**config.mk**
```make
export PLATFORM = sky130hd
export DESIGN_NAME = hazard_ctrl
export DESIGN_NICKNAME = d
export VERILOG_FILES = /design/src/rtl/hazard_ctrl.sv
export SDC_FILE = /design/constraint.sdc
export NUM_CORES = 1
export LEC_CHECK = 0
export ABC_CLOCK_PERIOD_IN_PS = 1800
export CAP_MARGIN = 20
export CORE_MARGIN = 10
export CORE_UTILIZATION = 47
export CTS_CLUSTER_SIZE = 28
export DETAILED_ROUTE_END_ITERATION = 10
export DONT_BUFFER_PORTS = 1
export SYNTH_ARGS = -nofsm -noshare
export SYNTH_HDL_FRONTEND = slang
export SYNTH_SLANG_ARGS = --single-unit
```
**constraint.sdc**
```tcl
create_clock -name clk -period 1.8 [get_ports clk]
set_input_delay 0.18 -clock clk [delete_from_list [all_inputs] [get_ports clk]]
set_output_delay 0.18 -clock clk [all_outputs]
set_load 0.03 [all_outputs]
```
**src/rtl/hazard_ctrl.sv**
```systemverilog
// Pipeline hazard/stall controller: load-use bubbles, redirect flushes and a
// RUN/HALT/DRAIN syscall halt FSM. Define HAZARD_STATS_EN to build the counters.
module hazard_ctrl #(
  parameter int CNT_BITS = 32
) (
  input  logic                clk,
  input  logic                rst_n,
  input  logic [4:0]          id_rs,
  input  logic [4:0]          id_rt,
  input  logic                id_uses_rs,
  input  logic                id_uses_rt,
  input  logic                ex_ld,
  input  logic                ex_RegWrite,
  input  logic [4:0]          ex_write,
  input  logic                ex_redirect,
  input  logic                ex_Syscall,
  input  logic                halt_cond,
  input  logic                resume,
  output logic                pc_en,
  output logic                ifid_en,
  output logic                ifid_zero,
  output logic                idex_en,
  output logic                idex_zero,
  output logic                exmem_en,
  output logic                memwb_en,
  output logic                halted,
  output logic [CNT_BITS-1:0] bubble_cnt,
  output logic [CNT_BITS-1:0] flush_cnt
);

  typedef enum logic [1:0] {RUN, HALT, DRAIN} state_t;

  state_t state, state_nxt;
  logic   luh;
  logic   halt_ev;

  assign luh = ex_ld & ex_RegWrite & (ex_write != 5'd0) &
               ((id_uses_rs & (id_rs == ex_write)) |
                (id_uses_rt & (id_rt == ex_write)));
  assign halt_ev = ex_Syscall & halt_cond;

  always_ff @(posedge clk or negedge rst_n) begin
    if (!rst_n) state <= RUN;
    else        state <= state_nxt;
  end

  always_comb begin
    state_nxt = state;
    pc_en     = 1'b1;
    ifid_en   = 1'b1;
    ifid_zero = 1'b0;
    idex_en   = 1'b1;
    idex_zero = 1'b0;
    exmem_en  = 1'b1;
    memwb_en  = 1'b1;
    halted    = 1'b0;
    if (!rst_n) begin
      // Outputs are combinational, so reset must force them directly.
      state_nxt = RUN;
      pc_en     = 1'b0;
      ifid_en   = 1'b0;
      ifid_zero = 1'b1;
      idex_en   = 1'b0;
      idex_zero = 1'b1;
      exmem_en  = 1'b0;
      memwb_en  = 1'b0;
    end else begin
      case (state)
        RUN: begin
          if (halt_ev) begin
            pc_en     = 1'b0;
            ifid_en   = 1'b0;
            idex_en   = 1'b0;
            state_nxt = HALT;
          end else if (ex_redirect) begin
            // ID holds a wrong-path instruction, so flushing wins over a bubble.
            ifid_zero = 1'b1;
            idex_zero = 1'b1;
          end else if (luh) begin
            pc_en     = 1'b0;
            ifid_en   = 1'b0;
            idex_zero = 1'b1;
          end
        end
        HALT: begin
          pc_en   = 1'b0;
          ifid_en = 1'b0;
          idex_en = 1'b0;
          halted  = 1'b1;
          if (resume) state_nxt = DRAIN;
        end
        DRAIN: begin
          // Squash the syscall still sitting in ID_EX so it cannot re-halt.
          idex_zero = 1'b1;
          state_nxt = RUN;
        end
        default: state_nxt = RUN;
      endcase
    end
  end

`ifdef HAZARD_STATS_EN
  logic bubble_act;
  logic flush_act;

  assign bubble_act = (state == RUN) & ~halt_ev & ~ex_redirect & luh;
  assign flush_act  = (state == RUN) & ~halt_ev & ex_redirect;

  always_ff @(posedge clk or negedge rst_n) begin
    if (!rst_n) begin
      bubble_cnt <= '0;
      flush_cnt  <= '0;
    end else begin
      if (bubble_act) bubble_cnt <= bubble_cnt + CNT_BITS'(1);
      if (flush_act)  flush_cnt  <= flush_cnt + CNT_BITS'(1);
    end
  end
`else
  assign bubble_cnt = '0;
  assign flush_cnt  = '0;
`endif

endmodule
```
==> flow_metrics.py <==
metrics = {
    "finish": {
        "fillers": 168,
        "antenna_cells": 0,
        "largest_reg_flops": 2,
        "final_nets": 133,
        "areaGrowthSynthToFinish_pct": -23.37,
        "seq_area_um2": 50.05,
        "regMostFlops": "state",
        "reg_top3": "state x2",
        "drive_above_1_share_pct": 7.547,
        "multi_input_area_um2": 466.7,
    },
    "sta": {
        "skew_ns": 0.002199,
        "rsz0062_at_grt": "no",
        "worst_slack_ns": 0.3436,
        "setup_viol": 0,
        "hold_viol": 0,
        "min_period_ns": 1.456,
        "final-max-slew-violation-count": 0,
        "holdWs_ns": 0.08806,
        "fin_crit_sh_pct": 80.91,
        "finalSetupTns_ns": 0,
        "maxClockFrequency_mhz": 686.6,
    },
    "routing": {
        "drt_iter0_drc": 15,
        "dr.pass1.iters": 3,
        "vias_per_cell": 3.738,
        "wirelength_um": 1870,
        "wl_per_cell_um": 15.33,
        "drc": 0,
        "ant_nets": 0,
        "vias": 456,
    },
    "critical_path": {
        "crit_chain": "o21ai_0 -> nand2b_1 -> o221ai_1 -> buf_4",
        "critPathCaptureType": "output pin",
        "slowest_stage": "dfrtp_1",
        "critPathKind": "reg2out",
        "start_kind": "register",
        "critPathArrivalTime_ns": 1.28,
        "critical_path_required_ns": 1.62,
        "cp_max_fo": 6,
        "crit_path_max_incr_delay_ns": 0.41,
    },
    "placement": {
        "port_buffers": 0,
        "dp_hpwl_um": 1780,
        "place_congestion": 0.6609,
        "dp_slack_ns": 0.3455,
    },
    "clocking": {
        "clkTransAtPathRegs_ns": 0.03,
        "cts-root-buf": "clkbuf_4",
        "insertion_delay_ns": 0.22,
        "postCtsHoldBufs": 1,
        "cts_sinks": 2,
        "post_cts_buffers": 0,
        "cts_htree_levels": 1,
        "cts-resized-gates": 0,
        "cts_max_path_buffers": 2,
        "cts_tree": "built",
        "cts_buffers": 3,
    },
    "grt": {
        "grt_use_total_pct": 7.944,
        "grt_pass1_vias": 481,
        "grt_max_degree": 9,
        "overflow": 0,
        "antenna_found_initial": 0,
        "grt_pass1_wl_um": 2332,
    },
    "floorplanning": {
        "fp-row-count": 14,
        "initial_core_util_pct": 51.06,
        "die-area_um2": 3711,
        "core_area_um2": 1541,
        "fp.dieH_um": 60.92,
        "die_w_um": 60.92,
        "num_io_pins": 97,
    },
    "synthesis": {
        "seq_area_frac_synth_pct": 6.359,
        "synth-simple-area-share_pct": 9.539,
        "synth_compound_area_share_pct": 6.677,
        "synth_cell_type_count": 22,
        "syn_inst": 102,
        "yosys.area_share.adder_pct": 0,
        "ys_ff_latch": 2,
        "yosys_warnings": 0,
        "synth_mux_area_share_pct": 1.431,
        "synth_xor_area_share_pct": 11.13,
        "avgSynthCellArea_um2": 7.716,
        "syn-cell-area_um2": 787.0,
        "synth_top_family_by_area": "buffers and inverters",
    },
    "pwr": {
        "p_leak_nw": 0.3497,
        "p_per_area_nw_per_um2": 662.4,
        "total_power_w": 0.0003995,
        "ir_drop_mv": 0.3347,
    },
    "outcome": {
        "run_status": "completed",
    },
    "job": {
        "drv_cap": 0,
    },
    "worst_hold_path": {
        "hp-class": "in2reg",
    },
}
-- metal layers --
layer  share of wire [%]  vias up  global-route usage, %
met5                   0        -                      0
met4                   0        0                  2.821
met3                  24        0                  4.802
met2                  50       52                  14.70
met1                  26      200                  6.845
li1                    -      204                      -
-- kinds of logic (layout without fill, tap and decap cells) --
kind of cell    count (synthesis)  in the layout
compound gates                  7              7
xor+xnor                       10             10
buf+inv                        68              9
flops                           2              2
mux                             1              1
other cells                     1             64
simple gates                   13             13
-- placed cells by master, fill, tap and decap left out, types with 2 or more instances in the layout --
| cell type | instances |
|---|---|
| nor3b_1 | 2 |
| xor2_1 | 8 |
| nand2_1 | 3 |
| dfrtp_1 | 2 |
| clkbuf_4 | 3 |
| nor4_1 | 2 |
| xnor2_1 | 2 |
| o21a_1 | 2 |
| conb_1 | 64 |
| buf_4 | 4 |
-- worst paths after layout --
| kind | startpoint | endpoint | slack [ns] | cells past startpoint |
|---|---|---|---|---|
| setup / recovery | state[1]$_DFFE_PN0P_ | idex_zero | 0.34 | 4 |
| hold / removal | resume | state[1]$_DFFE_PN0P_ | 0.09 | 1 |
| setup reg to reg | state[0]$_DFFE_PN0P_ | state[0]$_DFFE_PN0P_ | 0.77 | 3 |
| hold reg to reg | state[1]$_DFFE_PN0P_ | state[0]$_DFFE_PN0P_ | 0.52 | 1 |
| max in group asynchronous | rst_n | state[0]$_DFFE_PN0P_ | 1.47 | 1 |
| min in group asynchronous | rst_n | state[1]$_DFFE_PN0P_ | 0.20 | 1 |
-- worst max-delay path: cells and delay by family, from the launching register on --
kind | cells | cell delay [ns]
AND/OR/NAND/NOR | 1 | 0.13
AO/OA/AOI/OAI | 2 | 0.32
flip-flops | 1 | 0.41
buffers and inverters | 1 | 0.19
-- synth_stat cells --
cell type  instances  area (µm²)
buf_4             67       503.0
xor2_1             8       70.07
nand2_1            3       11.26
dfrtp_1            2       50.05
nor3b_1            2       15.01
nor4_1             2       12.51
o21a_1             2       15.01
xnor2_1            2       17.52
a21oi_1            1       5.000
a32oi_1            1       8.760
and2_0             1       6.260
and2_1             1       6.260
conb_1             1       3.750
inv_1              1       3.750
mux2_2             1       11.26
nand2b_1           1       6.260
nand3b_1           1       7.510
nor2_1             1       3.750
o21ai_0            1       5.000
o221ai_1           1       8.760
o311a_1            1       10.01
or3_1              1       6.260
-- report_power, final --
part,internal [W],switching [W],leakage (nW)
clock network,0.0000733,0.0000225,0.0138
logic,0.0000330,0.000222,0.309
registers,0.0000470,0.00000117,0.0272
-- stage by stage --
stage | instances | utilization [%] | area [µm²]
after detailed placement | 118 | 37.01 | 570.5
after global routing | 122 | 39.12 | 603.1
after CTS | 122 | 39.12 | 603.1
after floorplan | 165 | - | 1023
final | 122 | 39.12 | 603.1
after global placement | 118 | 37.01 | 570.5
-- area by class of cell --
class	instances	share of cell area, %
Inverter	1	0.6224
Tap cell	16	3.320
Multi-Input combinational cell	95	77.39
Sequential cell	2	8.299
Timing Repair Buffer	5	6.639
Clock buffer	3	3.734
Power figures use the tool's default switching activity.
